===== config.mk =====
export PLATFORM = sky130hd
export DESIGN_NAME = register_file_8x
export DESIGN_NICKNAME = d
export VERILOG_FILES = /design/src/rtl/register_file_8x.sv
export SDC_FILE = /design/constraint.sdc
export NUM_CORES = 1
export LEC_CHECK = 0
export CAP_MARGIN = 20
export CORE_UTILIZATION = 42
export DETAILED_ROUTE_END_ITERATION = 8
export GPL_TIMING_DRIVEN = 0
export PLACE_DENSITY = 0.68
export REMOVE_ABC_BUFFERS = 1
export SYNTH_ARGS = -nofsm -noshare
export SYNTH_HDL_FRONTEND = slang
export SYNTH_SLANG_ARGS = --single-unit
export TNS_END_PERCENT = 20

===== constraint.sdc =====
create_clock -name clk -period 2.54 [get_ports clk]
set_clock_uncertainty 0.05 [all_clocks]
set_input_delay 0.508 -clock clk [delete_from_list [all_inputs] [get_ports clk]]
set_output_delay 0.508 -clock clk [all_outputs]
set_load 0.05 [all_outputs]

===== src/rtl/register_file_8x.sv =====
// Eight-entry register file: two combinational read ports, one synchronous write port, r0 reads as zero.
// Define REGFILE_BYPASS_EN to forward same-cycle write data to the read ports.
module register_file_8x #(
  parameter int DATA_W = 32,
  parameter int ADDR_W = 3
) (
  input  logic              clk,
  input  logic              rst_n,
  input  logic [ADDR_W-1:0] read_reg_1,
  input  logic [ADDR_W-1:0] read_reg_2,
  input  logic [ADDR_W-1:0] write_reg,
  input  logic [DATA_W-1:0] write_data,
  input  logic              RegWrite,
  output logic [DATA_W-1:0] read_data_1,
  output logic [DATA_W-1:0] read_data_2,
  output logic [15:0]       write_count
);

  localparam int DEPTH = 1 << ADDR_W;

  logic [DATA_W-1:0] regs_q [DEPTH];
  logic [DATA_W-1:0] regs_d [DEPTH];
  logic [15:0]       count_q;
  logic [15:0]       count_d;
  logic              wr_en;
  logic [DATA_W-1:0] stored_1;
  logic [DATA_W-1:0] stored_2;

  // An X or 0 on RegWrite falls to the no-write branch.
  assign wr_en = (RegWrite == 1'b1) && (write_reg != '0);

  always_comb begin
    regs_d  = regs_q;
    count_d = count_q;
    if (wr_en) begin
      regs_d[write_reg] = write_data;
      count_d           = count_q + 16'd1;
    end
    regs_d[0] = '0;
  end

  always_ff @(posedge clk or negedge rst_n) begin
    if (!rst_n) begin
      for (int i = 0; i < DEPTH; i++) begin
        regs_q[i] <= '0;
      end
      count_q <= '0;
    end else begin
      regs_q  <= regs_d;
      count_q <= count_d;
    end
  end

  assign stored_1 = (read_reg_1 == '0) ? '0 : regs_q[read_reg_1];
  assign stored_2 = (read_reg_2 == '0) ? '0 : regs_q[read_reg_2];

`ifdef REGFILE_BYPASS_EN
  // wr_en already excludes r0; rst_n gating keeps forwarding off during reset.
  assign read_data_1 = (rst_n && wr_en && (read_reg_1 == write_reg)) ? write_data : stored_1;
  assign read_data_2 = (rst_n && wr_en && (read_reg_2 == write_reg)) ? write_data : stored_2;
`else
  assign read_data_1 = stored_1;
  assign read_data_2 = stored_2;
`endif

  assign write_count = count_q;

endmodule


== After elaboration in Yosys (flattened, before gate mapping) ==
Index checks and enable logic that the tools add are counted.

* Register bits: 240
* Word-level logic and storage cells: 32
* Input port bits: 44

* Magnitude comparators: 4
* Bitwise operators: 3
* Add/subtract/negate cells: 1
* Reductions and logical operators: 5
* Multiplexer cells: 11

{| class="wikitable"
|+ Operator list
! cell !! number
|-
| 256-bit bitwise mux || 1
|-
| 32-bit two-way mux || 7
|-
| 32-bit binary-select mux with 3-bit select || 2
|-
| 32-bit demux with 3-bit select || 1
|-
| 16-bit by 1-bit adder with 16-bit output, second input constant || 1
|-
| 4-bit greater-or-equal comparator, second input constant || 3
|-
| 3-bit inverter with 4-bit output || 3
|-
| 3-bit logical NOT || 2
|-
| 4-bit by 1-bit < comparator with 1-bit output, second input constant || 1
|-
| 3-bit nonzero test || 1
|-
| 1-bit logical AND || 2
|}

== Logic depth before layout (Yosys ltp) ==
* Word-level depth: 6
* Mapped depth: 5
* Mapped depth without buffers: 5

== Worst setup path after synthesis ==
Ideal clock, no wire load.

* Kind: input -> output
* From: input port read_reg_2[1]
* To: output port read_data_2[31]
* Setup slack: -0.279 ns
* Path buffers: 2
* Data required time: 1.982 ns
* Data arrival time: 2.261 ns
* Cell stages on the path: 5
* Cells stage by stage: buf_2 > nor2b_2 > buf_2 > a22oi_1 > o21ai_0

* Word-level cells in the longest chain between the ends: 5

{| class="wikitable"
|+ Ends and longest elaborated chain
! what !! line !! RTL
|-
| start, declared || 10 || <nowiki>input logic [ADDR_W-1:0] read_reg_2,</nowiki>
|-
| 3-bit inverter with 4-bit output (implied by the code) || 55 || <nowiki>assign stored_2 = (read_reg_2 == '0) ? '0 : regs_q[read_reg_2];</nowiki>
|-
| 32-bit binary-select mux with 3-bit select || 55 ||
|-
| 32-bit two-way mux (implied by the code) (2 in series) || 55 ||
|-
| 32-bit two-way mux (*) || 55 ||
|-
| end, declared || 15 || <nowiki>output logic [DATA_W-1:0] read_data_2,</nowiki>
|}

Mark *: on every way between the ends. The rest lies on a longest branch, timed or not. The select of a mux whose other input is x is not followed.

== Worst setup path after layout ==
* From: input port read_reg_2[1]
* To: output port read_data_2[13]

The elaborated chain is that of the path after synthesis.

==> results_dict.tcl <==
set metrics [dict create \
    outcome "finished with violations" \
    failed_checks "negative setup slack" \
    remaining_number_of_nets_flagged_by_the_antenna_check_after_routing 0 \
    start_util_pct 43.2 \
    hp-class "reg2reg" \
    layout-drive-gt1-share_pct 47.1 \
    final_net_count 1075 \
    finalHoldViolations 0 \
    max_cap_viols 0 \
    post_synth_most_frequent_cells "dfrtp_1, mux2_2, mux4_2" \
    clock_tree.buffer_depth 3 \
    ys_seq_elements 240 \
    worst-endpoint-arrival_ns 1.99 \
    final-instance-count-excl-fill 1438 \
    setup.worst_path.start_class "input pin" \
    placementRows 63 \
    chipWidth_um 178 \
    num_io_pins 124 \
    routed_wl_um 34800 \
    synthesis.area_sq_um 13000 \
    synth_edf_count 0 \
    power.density_nw_per_um2 829 \
    crit_path_frequent_cell "buf_16" \
    fp.dieH_um 178 \
    period_share_pct 100 \
    synthesis.instances 917 \
    max_slew_margin_pct 35.3 \
    synth_top_cell_area_share_pct 46.3 \
    synth_top_flop_cell "dfrtp_1" \
    post_synth_num_cell_types 40 \
    crit_family "buffers and inverters" \
    clkSlewWorstSetupHoldPaths_ns 0.06 \
    timing.setup.critical_path_class "in2out" \
    worst_path_largest_cell_delay_ns 0.26 \
    gp_congestion 0.760 \
    floorplan.core_area_sq_um 30000 \
    post-dp-hpwl_um 18100 \
    via_count 8477 \
    drtPass1Iterations 5 \
    num_antenna_cells 0 \
    grt-ovfl-total 0 \
    drt-vias-per-instance 5.89 \
    initial_antenna_violation_count 1 \
    max_freq_mhz 393 \
    setup-tns-final_ns -0.00321 \
    tightestPinTransition_ns 0.971 \
    synth_area_leader_cell "dfrtp_1" \
    power.static_leakage_nw 6.76 \
    critical_path.endpoint_type "output pin" \
    drt_first_iter_violations 489 \
    cts_num_sinks 240 \
    finalCoreUtilization_pct 52.4 \
    finalSetupViolCount 1 \
    finalWorstPathRequiredPeriod_ns 2.54 \
    io_buffer_count 123 \
    all_layer_global_routing_usage_pct 22.7 \
    total_die_area_sq_um 31600 \
    critPathMaxFanout 23 \
    synthToLayoutAreaGrowth_pct 21.3 \
    fin_ws_ns -0.00321 \
    grt_pass1_vias 8801 \
    cts_root_buffer "clkbuf_16" \
    critical_path.cell_chain "buf_16 -> buf_16 -> nor2b_4 -> buf_6 -> buf_16 -> a221oi_2 -> a21oi_1 -> buf_4" \
    wl_per_cell_um 24.2 \
    tritoncts "yes" \
    worstSkewPairLatency_ns 0.53 \
    route.detailed.drc 0 \
    vdd_drop_max_mv 0.643 \
    grt_first_pass_wirelength_um 53400 \
    largest_cells_by_area_after_synthesis "dfrtp_1, mux2_2, mux4_2" \
    yosysMostFrequentCell "dfrtp_1" \
    htreeDepth 1 \
    critical-path-slowest-cell "a21oi_1" \
    cts_buffers 26 \
    slew_violations 0 \
    count_of_placed_standard_cells_including_taps 1366 \
    synth_warnings 0 \
    synthesis.area_per_instance_sq_um 14.1 \
    critical_path_buf_inv_count 5 \
    grt_setup_unrepaired "true" \
    grt_start_max_net_pins 111 \
    async_reset_ff_share_pct 100 \
    cp_data_required_time_ns 1.98 \
    yosysSeqAreaShare_pct 46.3 \
]
logic make-up after synthesis:
kind of cell / count (synthesis) / synth area share (%)
mux: 352 / 37.8
flops: 240 / 46.3
compound gates: 131 / 6.82
buf+inv: 107 / 4.66
simple gates: 71 / 3.27
xor+xnor: 15 / 1.01
fa+ha+maj: 1 / 0.0964
stage by stage:
stage          total power [W]  hold WS [ns]  setup WS (ns)  cell area [sq um]
4_1_cts                 0.0131         0.428         -0.119              15700
3_3_place_gp           0.00931         0.409          -9.59              14200
2_1_floorplan          0.00807         0.162         -0.976              12500
6_report                0.0130         0.423       -0.00321              15700
5_1_grt                 0.0136         0.434        -0.0665              15700
3_5_place_dp           0.00941         0.411          -1.17              14500
power by group:
group          switching [W]  total, W  leakage [nW]  internal, W
Sequential          0.000662   0.00534          2.90      0.00467
Clock                0.00152   0.00361         0.402      0.00208
Combinational        0.00207   0.00410          3.46      0.00203
Total                0.00425    0.0130          6.76      0.00879
registers in the layout, summed over array words and instances, names as in the netlist:
signal,count
regs_q,224
write_count,16
path summary, 6_finish.rpt:
path	cells past startpoint	slack [ns]	to	startpoint
max in group asynchronous	3	1.08	regs_q[197]	rst_n
hold / removal	1	0.42	write_count[15]	write_count[15]
setup / recovery	8	-0.003	read_data_2[13]	read_reg_2[1]
min in group asynchronous	2	0.45	regs_q[30]	rst_n
setup reg to reg	5	0.92	write_count[10]	write_count[0]
hold reg to reg	1	0.42	write_count[15]	write_count[15]
metal layers:
layer	vias up	part of all wire (%)	GRT usage, %
met1	4440	43	31.2
met4	2	2.4	5.66
met2	283	48	36.7
li1	3695	-	-
met5	-	0.037	0
met3	57	6.4	4.43
repair_timing:
item	4_1_cts	5_1_grt
gates cloned	11	0
hold buffers	1	0
buffers inserted	11	3
hold endpoints to repair	59	0
gates resized for setup	326	75
pin swaps	1	2
endpoints found under the setup margin	83	61
placed cells by master (no fill, tap or decap), drive strengths merged, types with 2 or more instances in the layout:
cell,synthesis,final
xnor2,7,7
dfrtp,240,240
clkdlybuf4s50,0,51
clkinv,0,6
o21ai,33,33
clkdlybuf4s15,0,6
nand3,6,6
a22oi,33,33
mux4,64,64
and3,5,5
buf,57,94
nor3,7,7
bufbuf,0,5
nand2,39,39
clkbuf,19,43
a21oi,31,31
nand4,6,6
xor2,8,8
inv,31,31
a221oi,30,30
and4bb,2,2
nor2b,2,2
nand4b,3,3
mux2,287,287
cell type report:
cell class,count,area [sq um]
multi-input cells,570,6430
well taps,390,488
repair buffers,161,1890
clock inverters,6,30.0
fillers,2494,14300
flip-flops and latches,240,6010
clock buffers,40,774
inverters,31,116
(Power assumes the default switching activity.)
